`src/rtl/hazard_scoreboard_pkg.sv`:
```
`default_nettype none
// ============================================================================
//  Module  : hazard_scoreboard_pkg
//  Brief   : Opcode/function encodings and select-width helper for the
//            decode-stage hazard scoreboard.
//  Rev     : 1.0  initial release
// ============================================================================
package hazard_scoreboard_pkg;

    localparam logic [5:0] c_OP_R    = 6'h00;
    localparam logic [5:0] c_OP_JMP  = 6'h02;
    localparam logic [5:0] c_OP_BEQ  = 6'h04;
    localparam logic [5:0] c_OP_BNE  = 6'h05;
    localparam logic [5:0] c_OP_ADDI = 6'h08;
    localparam logic [5:0] c_OP_LUI  = 6'h0F;
    localparam logic [5:0] c_OP_LW   = 6'h23;
    localparam logic [5:0] c_OP_SW   = 6'h2B;

    localparam logic [5:0] c_FN_SLL  = 6'h00;
    localparam logic [5:0] c_FN_SRL  = 6'h02;
    localparam logic [5:0] c_FN_SRA  = 6'h03;

    localparam int c_REG_FIELD_W = 5;

    // Forward select must encode 0 (regfile) plus stages 1..depth.
    function automatic int sel_width(input int depth);
        return $clog2(depth + 1);
    endfunction

    function automatic logic is_itype_alu(input logic [5:0] op);
        return op inside {[c_OP_ADDI:c_OP_LUI]};
    endfunction

endpackage
`default_nettype wire

```
`src/rtl/hazard_scoreboard_if.sv`:
```
`default_nettype none
// ============================================================================
//  Module  : hazard_scoreboard_if
//  Brief   : ID-stage request and hazard response bundle.
//  Rev     : 1.0  initial release
// ============================================================================
interface hazard_scoreboard_if #(
    parameter int DEPTH = 3,
    parameter int CNT_W = 16
);
    import hazard_scoreboard_pkg::*;

    localparam int SEL_W = sel_width(DEPTH);

    logic [31:0]      id_instr;
    logic             id_valid;
    logic             hold;
    logic             flush;
    logic             stall;
    logic [SEL_W-1:0] fwd_rs;
    logic [SEL_W-1:0] fwd_rt;
    logic [CNT_W-1:0] stall_cnt;

    modport master (
        output id_instr, id_valid, hold, flush,
        input  stall, fwd_rs, fwd_rt, stall_cnt
    );

    modport slave (
        input  id_instr, id_valid, hold, flush,
        output stall, fwd_rs, fwd_rt, stall_cnt
    );
endinterface
`default_nettype wire

```
`src/rtl/hazard_scoreboard_reg_usage_decode.sv`:
```
`default_nettype none
// ============================================================================
//  Module  : reg_usage_decode
//  Brief   : Extracts source operands read and destination written by an
//            instruction, plus whether it is a load.
//  Rev     : 1.0  initial release
// ============================================================================
module reg_usage_decode
    import hazard_scoreboard_pkg::*;
(
    input  wire  [31:0]               i_instr,
    output logic [c_REG_FIELD_W-1:0]  o_rs,
    output logic                      o_read_rs,
    output logic [c_REG_FIELD_W-1:0]  o_rt,
    output logic                      o_read_rt,
    output logic [c_REG_FIELD_W-1:0]  o_dst,
    output logic                      o_dst_valid,
    output logic                      o_is_load
);
    logic [5:0] w_op;
    logic [5:0] w_fn;
    logic       w_has_dst;
    logic       w_unused_shamt;

    assign w_op           = i_instr[31:26];
    assign w_fn           = i_instr[5:0];
    assign o_rs           = i_instr[25:21];
    assign o_rt           = i_instr[20:16];
    assign w_unused_shamt = ^i_instr[10:6];
    assign o_is_load      = (w_op == c_OP_LW);

    always_comb begin
        o_read_rs = 1'b1;
        o_read_rt = 1'b0;
        o_dst     = '0;
        w_has_dst = 1'b0;
        if (w_op == c_OP_R) begin
            // Shift-immediate forms take the source in rt; the rs field is unused.
            o_read_rs = !(w_fn inside {c_FN_SLL, c_FN_SRL, c_FN_SRA});
            o_read_rt = 1'b1;
            o_dst     = i_instr[15:11];
            w_has_dst = 1'b1;
        end else if (w_op == c_OP_JMP) begin
            o_read_rs = 1'b0;
        end else if (w_op inside {c_OP_SW, c_OP_BEQ, c_OP_BNE}) begin
            o_read_rt = 1'b1;
        end else if ((w_op == c_OP_LW) || is_itype_alu(w_op)) begin
            o_dst     = i_instr[20:16];
            w_has_dst = 1'b1;
        end
    end

    // r0 is hardwired, so writes to it never create a dependency.
    assign o_dst_valid = w_has_dst && (o_dst != '0);

endmodule
`default_nettype wire

```
`src/rtl/hazard_scoreboard.sv`:
```
`default_nettype none
// ============================================================================
//  Module  : hazard_scoreboard
//  Brief   : Decode-stage hazard unit: in-flight destination pipe, forwarding
//            selects, load-use stall and saturating stall counter.
//  Rev     : 1.0  initial release
// ============================================================================
module hazard_scoreboard
    import hazard_scoreboard_pkg::*;
#(
    parameter int NREG   = 32,
    parameter int DEPTH  = 3,
    parameter int FWD_EN = 1,
    parameter int CNT_W  = 16
) (
    input  wire                 clk,
    input  wire                 rst,
    hazard_scoreboard_if.slave  bus
);
    localparam int   ADDR_W   = $clog2(NREG);
    localparam int   SEL_W    = sel_width(DEPTH);
    localparam logic c_NO_FWD = (FWD_EN == 0);

    logic [c_REG_FIELD_W-1:0] w_dec_rs;
    logic [c_REG_FIELD_W-1:0] w_dec_rt;
    logic [c_REG_FIELD_W-1:0] w_dec_dst;
    logic                     w_dec_read_rs;
    logic                     w_dec_read_rt;
    logic                     w_dec_dst_valid;
    logic                     w_dec_load;

    reg_usage_decode u_decode (
        .i_instr     (bus.id_instr),
        .o_rs        (w_dec_rs),
        .o_read_rs   (w_dec_read_rs),
        .o_rt        (w_dec_rt),
        .o_read_rt   (w_dec_read_rt),
        .o_dst       (w_dec_dst),
        .o_dst_valid (w_dec_dst_valid),
        .o_is_load   (w_dec_load)
    );

    logic              r_valid [1:DEPTH];
    logic [ADDR_W-1:0] r_dst   [1:DEPTH];
    logic              r_load  [1:DEPTH];
    logic [CNT_W-1:0]  r_cnt;

    logic              w_rs_rd;
    logic              w_rt_rd;
    logic [SEL_W-1:0]  w_rs_chain [1:DEPTH+1];
    logic [SEL_W-1:0]  w_rt_chain [1:DEPTH+1];
    logic [SEL_W-1:0]  w_rs_sel;
    logic [SEL_W-1:0]  w_rt_sel;
    logic              w_rs_hit;
    logic              w_rt_hit;
    logic              w_rs_ld1;
    logic              w_rt_ld1;
    logic              w_stall;
    logic              w_push;

    assign w_rs_rd = w_dec_read_rs && (w_dec_rs != '0);
    assign w_rt_rd = w_dec_read_rt && (w_dec_rt != '0);

    // Priority chain from the oldest stage down, so the youngest match wins.
    assign w_rs_chain[DEPTH+1] = '0;
    assign w_rt_chain[DEPTH+1] = '0;

    for (genvar k = 1; k <= DEPTH; k++) begin : g_match
        logic w_rs_m;
        logic w_rt_m;
        assign w_rs_m        = r_valid[k] && w_rs_rd && (r_dst[k] == w_dec_rs[ADDR_W-1:0]);
        assign w_rt_m        = r_valid[k] && w_rt_rd && (r_dst[k] == w_dec_rt[ADDR_W-1:0]);
        assign w_rs_chain[k] = w_rs_m ? SEL_W'(k) : w_rs_chain[k+1];
        assign w_rt_chain[k] = w_rt_m ? SEL_W'(k) : w_rt_chain[k+1];
    end

    assign w_rs_sel = w_rs_chain[1];
    assign w_rt_sel = w_rt_chain[1];
    assign w_rs_hit = (w_rs_sel != '0);
    assign w_rt_hit = (w_rt_sel != '0);
    assign w_rs_ld1 = (w_rs_sel == SEL_W'(1)) && r_load[1];
    assign w_rt_ld1 = (w_rt_sel == SEL_W'(1)) && r_load[1];

    assign w_stall = bus.id_valid && !bus.flush &&
                     (w_rs_ld1 || w_rt_ld1 || (c_NO_FWD && (w_rs_hit || w_rt_hit)));
    assign w_push  = bus.id_valid && !w_stall && w_dec_dst_valid;

    assign bus.stall     = w_stall;
    assign bus.fwd_rs    = (w_stall && w_rs_hit && (w_rs_ld1 || c_NO_FWD)) ? '0 : w_rs_sel;
    assign bus.fwd_rt    = (w_stall && w_rt_hit && (w_rt_ld1 || c_NO_FWD)) ? '0 : w_rt_sel;
    assign bus.stall_cnt = r_cnt;

    for (genvar k = 1; k <= DEPTH; k++) begin : g_stage
        if (k == 1) begin : g_head
            always_ff @(posedge clk or posedge rst) begin
                if (rst) begin
                    r_valid[1] <= 1'b0;
                    r_dst[1]   <= '0;
                    r_load[1]  <= 1'b0;
                end else if (bus.flush) begin
                    r_valid[1] <= 1'b0;
                end else if (!bus.hold) begin
                    r_valid[1] <= w_push;
                    r_dst[1]   <= w_dec_dst[ADDR_W-1:0];
                    r_load[1]  <= w_dec_load;
                end
            end
        end else begin : g_tail
            always_ff @(posedge clk or posedge rst) begin
                if (rst) begin
                    r_valid[k] <= 1'b0;
                    r_dst[k]   <= '0;
                    r_load[k]  <= 1'b0;
                end else if (bus.flush) begin
                    // The flushed stage-1 entry is killed as it advances.
                    r_valid[k] <= (k == 2) ? 1'b0 : r_valid[k-1];
                    r_dst[k]   <= r_dst[k-1];
                    r_load[k]  <= r_load[k-1];
                end else if (!bus.hold) begin
                    r_valid[k] <= r_valid[k-1];
                    r_dst[k]   <= r_dst[k-1];
                    r_load[k]  <= r_load[k-1];
                end
            end
        end
    end

    always_ff @(posedge clk or posedge rst) begin
        if (rst) begin
            r_cnt <= '0;
        end else if (w_stall && !bus.hold && !(&r_cnt)) begin
            r_cnt <= r_cnt + CNT_W'(1);
        end
    end

endmodule
`default_nettype wire

```
`src/flat_wrapper.sv`:
```
// flat-port wrapper written by rule: the top's interface ports become plain ports
module hazard_scoreboard_flat import hazard_scoreboard_pkg::*;
#(
    parameter int NREG   = 32,
    parameter int DEPTH  = 3,
    parameter int FWD_EN = 1,
    parameter int CNT_W  = 16
)
  (clk, rst, bus_id_instr, bus_id_valid, bus_hold, bus_flush, bus_stall, bus_fwd_rs, bus_fwd_rt, bus_stall_cnt);
  hazard_scoreboard_if #(.DEPTH(DEPTH), .CNT_W(CNT_W)) bus_i ();
  input  wire clk;
  input  wire rst;
  input wire logic [$bits(bus_i.id_instr)-1:0] bus_id_instr;
  input wire logic [$bits(bus_i.id_valid)-1:0] bus_id_valid;
  input wire logic [$bits(bus_i.hold)-1:0] bus_hold;
  input wire logic [$bits(bus_i.flush)-1:0] bus_flush;
  output wire logic [$bits(bus_i.stall)-1:0] bus_stall;
  output wire logic [$bits(bus_i.fwd_rs)-1:0] bus_fwd_rs;
  output wire logic [$bits(bus_i.fwd_rt)-1:0] bus_fwd_rt;
  output wire logic [$bits(bus_i.stall_cnt)-1:0] bus_stall_cnt;
  assign bus_i.id_instr = bus_id_instr;
  assign bus_i.id_valid = bus_id_valid;
  assign bus_i.hold = bus_hold;
  assign bus_i.flush = bus_flush;
  assign bus_stall = bus_i.stall;
  assign bus_fwd_rs = bus_i.fwd_rs;
  assign bus_fwd_rt = bus_i.fwd_rt;
  assign bus_stall_cnt = bus_i.stall_cnt;
  hazard_scoreboard #(.NREG(NREG), .DEPTH(DEPTH), .FWD_EN(FWD_EN), .CNT_W(CNT_W)) u_core (.clk(clk), .rst(rst), .bus(bus_i));
endmodule
```
`config.mk`:
```
export PLATFORM = sky130hd
export DESIGN_NAME = hazard_scoreboard_flat
export DESIGN_NICKNAME = d
export VERILOG_FILES = /design/src/rtl/hazard_scoreboard_pkg.sv /design/src/rtl/hazard_scoreboard_if.sv /design/src/rtl/hazard_scoreboard_reg_usage_decode.sv /design/src/rtl/hazard_scoreboard.sv /design/src/flat_wrapper.sv
export SDC_FILE = /design/constraint.sdc
export NUM_CORES = 1
export LEC_CHECK = 0
export BUFFER_PORTS_ARGS = -buffer_cell sky130_fd_sc_hd__buf_2
export CAP_MARGIN = 20
export CORE_UTILIZATION = 35
export CTS_CLUSTER_SIZE = 28
export DETAILED_ROUTE_END_ITERATION = 16
export SYNTH_ARGS = -nofsm -noshare
export SYNTH_HDL_FRONTEND = slang
export SYNTH_SLANG_ARGS = --single-unit
export TNS_END_PERCENT = 100
```
`constraint.sdc`:
```
create_clock -name clk -period 7.3 [get_ports clk]
set_clock_uncertainty 0.1 [all_clocks]
set_input_delay 1.825 -clock clk [delete_from_list [all_inputs] [get_ports clk]]
set_output_delay 1.825 -clock clk [all_outputs]
set_load 0.02 [all_outputs]
```
==> run_results.csv <==
group,metric,value,unit
run_status,status,"finished, final reports clean",
clocking,postCtsHoldBufs,0,
timing,timing.fmax,186,MHz
placement,numPortBuffers,52,
timing,post-route-period-util,0.737,
timing,drv_slew,0,
setup_path,cp-start-kind,"primary input",
setup_path,cp_max_fo,7,
finish,syn2layout_area_growth,20.6,%
synthesis,ys_ff_latch,35,
clocking,cts_root_buf,"clkbuf_8",
timing,slew_headroom,0.330,
die,die_w,81.3,µm
placement,hpwl,4.05,mm
route,routed_wl,5.35,mm
synthesis,yosys.area_share.adder,0.00568,
synthesis,synth.area.top_cells,"dfrtp_1 (40%), xor2_1 (9.5%), xnor2_1 (8.3%)",
clocking,post_cts_buffers,0,
synthesis,muxShareOfSynthArea,0.0676,
route,drc,0,
timing,setup_viol,0,
setup_path,crit_type,"primary input to primary output",
synthesis,synth-simple-area-share,0.257,
synthesis,syn_avg_cell_area,9.46,µm²
clocking,clk_latency,0.29,ns
route,antenna_left,0,
finish,drive_gt1_frac,0.275,
global_route,grt_pass1_wl,8.63,mm
setup_path,critPathCaptureType,"primary output",
global_route,grt_max_degree,36,
clocking,ctsResizeCount,0,
synthesis,synth_top_area_share,0.398,
timing,post-route-min-period,5.38,ns
synthesis,synth_area,2200,µm²
worst_hold_path,hp-class,"flop to flop",
placement,globalplace.congestion,0.828,
clocking,cts_buffers,5,
route,drt_iter0_drc,104,
synthesis,yosysSeqAreaShare,0.398,
clocking,cts_buffer_depth,2,
placement,place_area,2530,µm²
clocking,cts_max_level,2,
synthesis,synth_compound_area_frac,0.0727,
synthesis,synth_xor_area_frac,0.179,
power,power.leakage,1.19,nW
timing,hold_viol_final,0,
route,wire_per_inst,14.8,µm
die,die_h,81.3,µm
synthesis,yosysTopAreaCell,"dfrtp_1",
synthesis,ys_types,34,
finish,nets,324,
route,num_vias,1924,
die,die_area,6620,µm²
power,powerDensity,183,nW/µm²
synthesis,synth_top_family_by_area,"simple AND/OR/NAND/NOR gates",
die,placementRows,28,
setup_path,cp_data_required_time,5.38,ns
die,initial_core_util,0.368,
synthesis,synth_edf_count,0,
route,viasPerCell,5.31,
timing,holdWs,0.389,ns
clocking,clk_pin_slew,0.08,ns
setup_path,crit_arrival,3.46,ns
timing,rsz0062_at_grt,"no",
run,cap_violations,0,
global_route,grt_use_total,0.173,
finish,final_util,0.443,
route,dr.pass1.iters,4,
die,io-pin-count,58,
timing,fin_tns_setup,0,ns
synthesis,synthCells,233,
synthesis,synth_flop_cell,"dfrtp_1",
global_route,antenna_found_initial,0,
synthesis,mappedNetlistNets,271,
synthesis,async_reset_ff_frac,1.00,
synthesis,ys_warn_count,0,
power,peakVddDrop,0.000101,V
clocking,cts_tree,"built",
finish,finalInstanceArea,2660,µm²
clocking,numClockSinks,35,
die,core,5990,µm²
timing,worst_pin_slew,0.992,ns
global_route,grt_pass1_vias,1728,
global_route,grt_remaining_overflow,0,
finish,antenna_cells,0,
-- path summary, 6_finish.rpt --
| check | from | endpoint | slack, ns | cells after the start |
|---|---|---|---|---|
| max | bus_id_instr[31] | bus_fwd_rt[1] | 1.92 | 7 |
| min | u_core.bus.stall_cnt[11] | u_core.bus.stall_cnt[11] | 0.39 | 1 |
| max reg2reg | u_core.r_dst[12] | u_core.bus.stall_cnt[1] | 4.66 | 6 |
| min reg2reg | u_core.bus.stall_cnt[11] | u_core.bus.stall_cnt[11] | 0.39 | 1 |
| max in group asynchronous | rst | u_core.r_valid[0] | 5.25 | 3 |
| min in group asynchronous | rst | u_core.bus.stall_cnt[7] | 1.53 | 3 |
-- final cells by class --
class,count,area (µm²)
fillers,587,3330
multi-input cells,188,1280
flip-flops and latches,35,876
clock inverters,2,38.8
clock buffers,6,82.6
well taps,75,93.8
repair buffers,54,275
inverters,2,7.51
-- sequential cells by signal (all words and copies together) (netlist names) --
register / count
u_core.r_valid: 3
u_core.r_dst: 15
u_core.bus.stall_cnt: 16
u_core.r_load: 1
-- worst max-delay path, cell delays in order --
cell and delay, ns:
buf_2 0.14, or4b_1 0.51, a21oi_1 0.14, a21oi_1 0.10, or2_2 0.33, nor3b_1 0.21, buf_2 0.20
-- report_power, final --
| group | total, mW | switching (mW) | internal (mW) |
|---|---|---|---|
| combinational | 0.0761 | 0.0388 | 0.0373 |
| clock | 0.185 | 0.0730 | 0.112 |
| sequential | 0.225 | 0.0179 | 0.207 |
-- through the flow --
stage               setup slack [ns]  total power [mW]  std cells
finish                          1.92             0.487        362
global route                    1.79             0.515        362
CTS                             1.89             0.494        361
detailed placement              1.89             0.305        353
global placement                1.92             0.302        353
floorplan                       1.96             0.276        233
-- cells in the mapped netlist (all sizes together), types with 7 or more instances --
cell type and instances:
clkbuf 7, nor4 10, xnor2 21, xor2 24
nor3 8, mux2 12, nand2 13, nand3 11
dfrtp 35, nand4 13, nor2 29, a21oi 7
-- cell usage in the layout, fill, tap and decap left out, types with 2 or more instances in the layout --
cell type  synthesis  final
clkbuf_8           0      6
xnor2_1           21     21
inv_1              2      2
nor2b_1            4      4
nor3_1             8      8
nand2b_1           3      3
o21ai_0            3      3
and3_1             6      6
nor3b_1            2      2
nor2_1            29     29
xor2_1            24     24
o21bai_1           2      2
buf_4              0      2
nor4_1            10     10
nand3_1           10     10
or4_1              3      3
a221oi_1           5      5
nand4_1           13     13
or2_2              3      3
nand2_1           13     13
a21oi_1            7      7
buf_2              0     52
dfrtp_1           35     35
mux2_2            11     11
-- logic make-up (layout without fill, tap and decap cells) --
logic type | after synthesis | count (layout)
simple gates | 108 | 108
mux | 13 | 13
xor+xnor | 45 | 45
fa+ha+maj | 1 | 1
flops | 35 | 35
compound gates | 21 | 21
buf+inv | 10 | 64
-- routing by layer --
| layer | GRT usage | vias to the layer above | share of wire |
|---|---|---|---|
| li1 | - | 938 | - |
| met1 | 0.248 | 921 | 0.49 |
| met2 | 0.262 | 58 | 0.44 |
| met3 | 0.0292 | 7 | 0.056 |
| met4 | 0.0589 | 0 | 0.014 |
| met5 | 0 | - | 0 |
No activity file was read; power rests on OpenSTA's default activity.
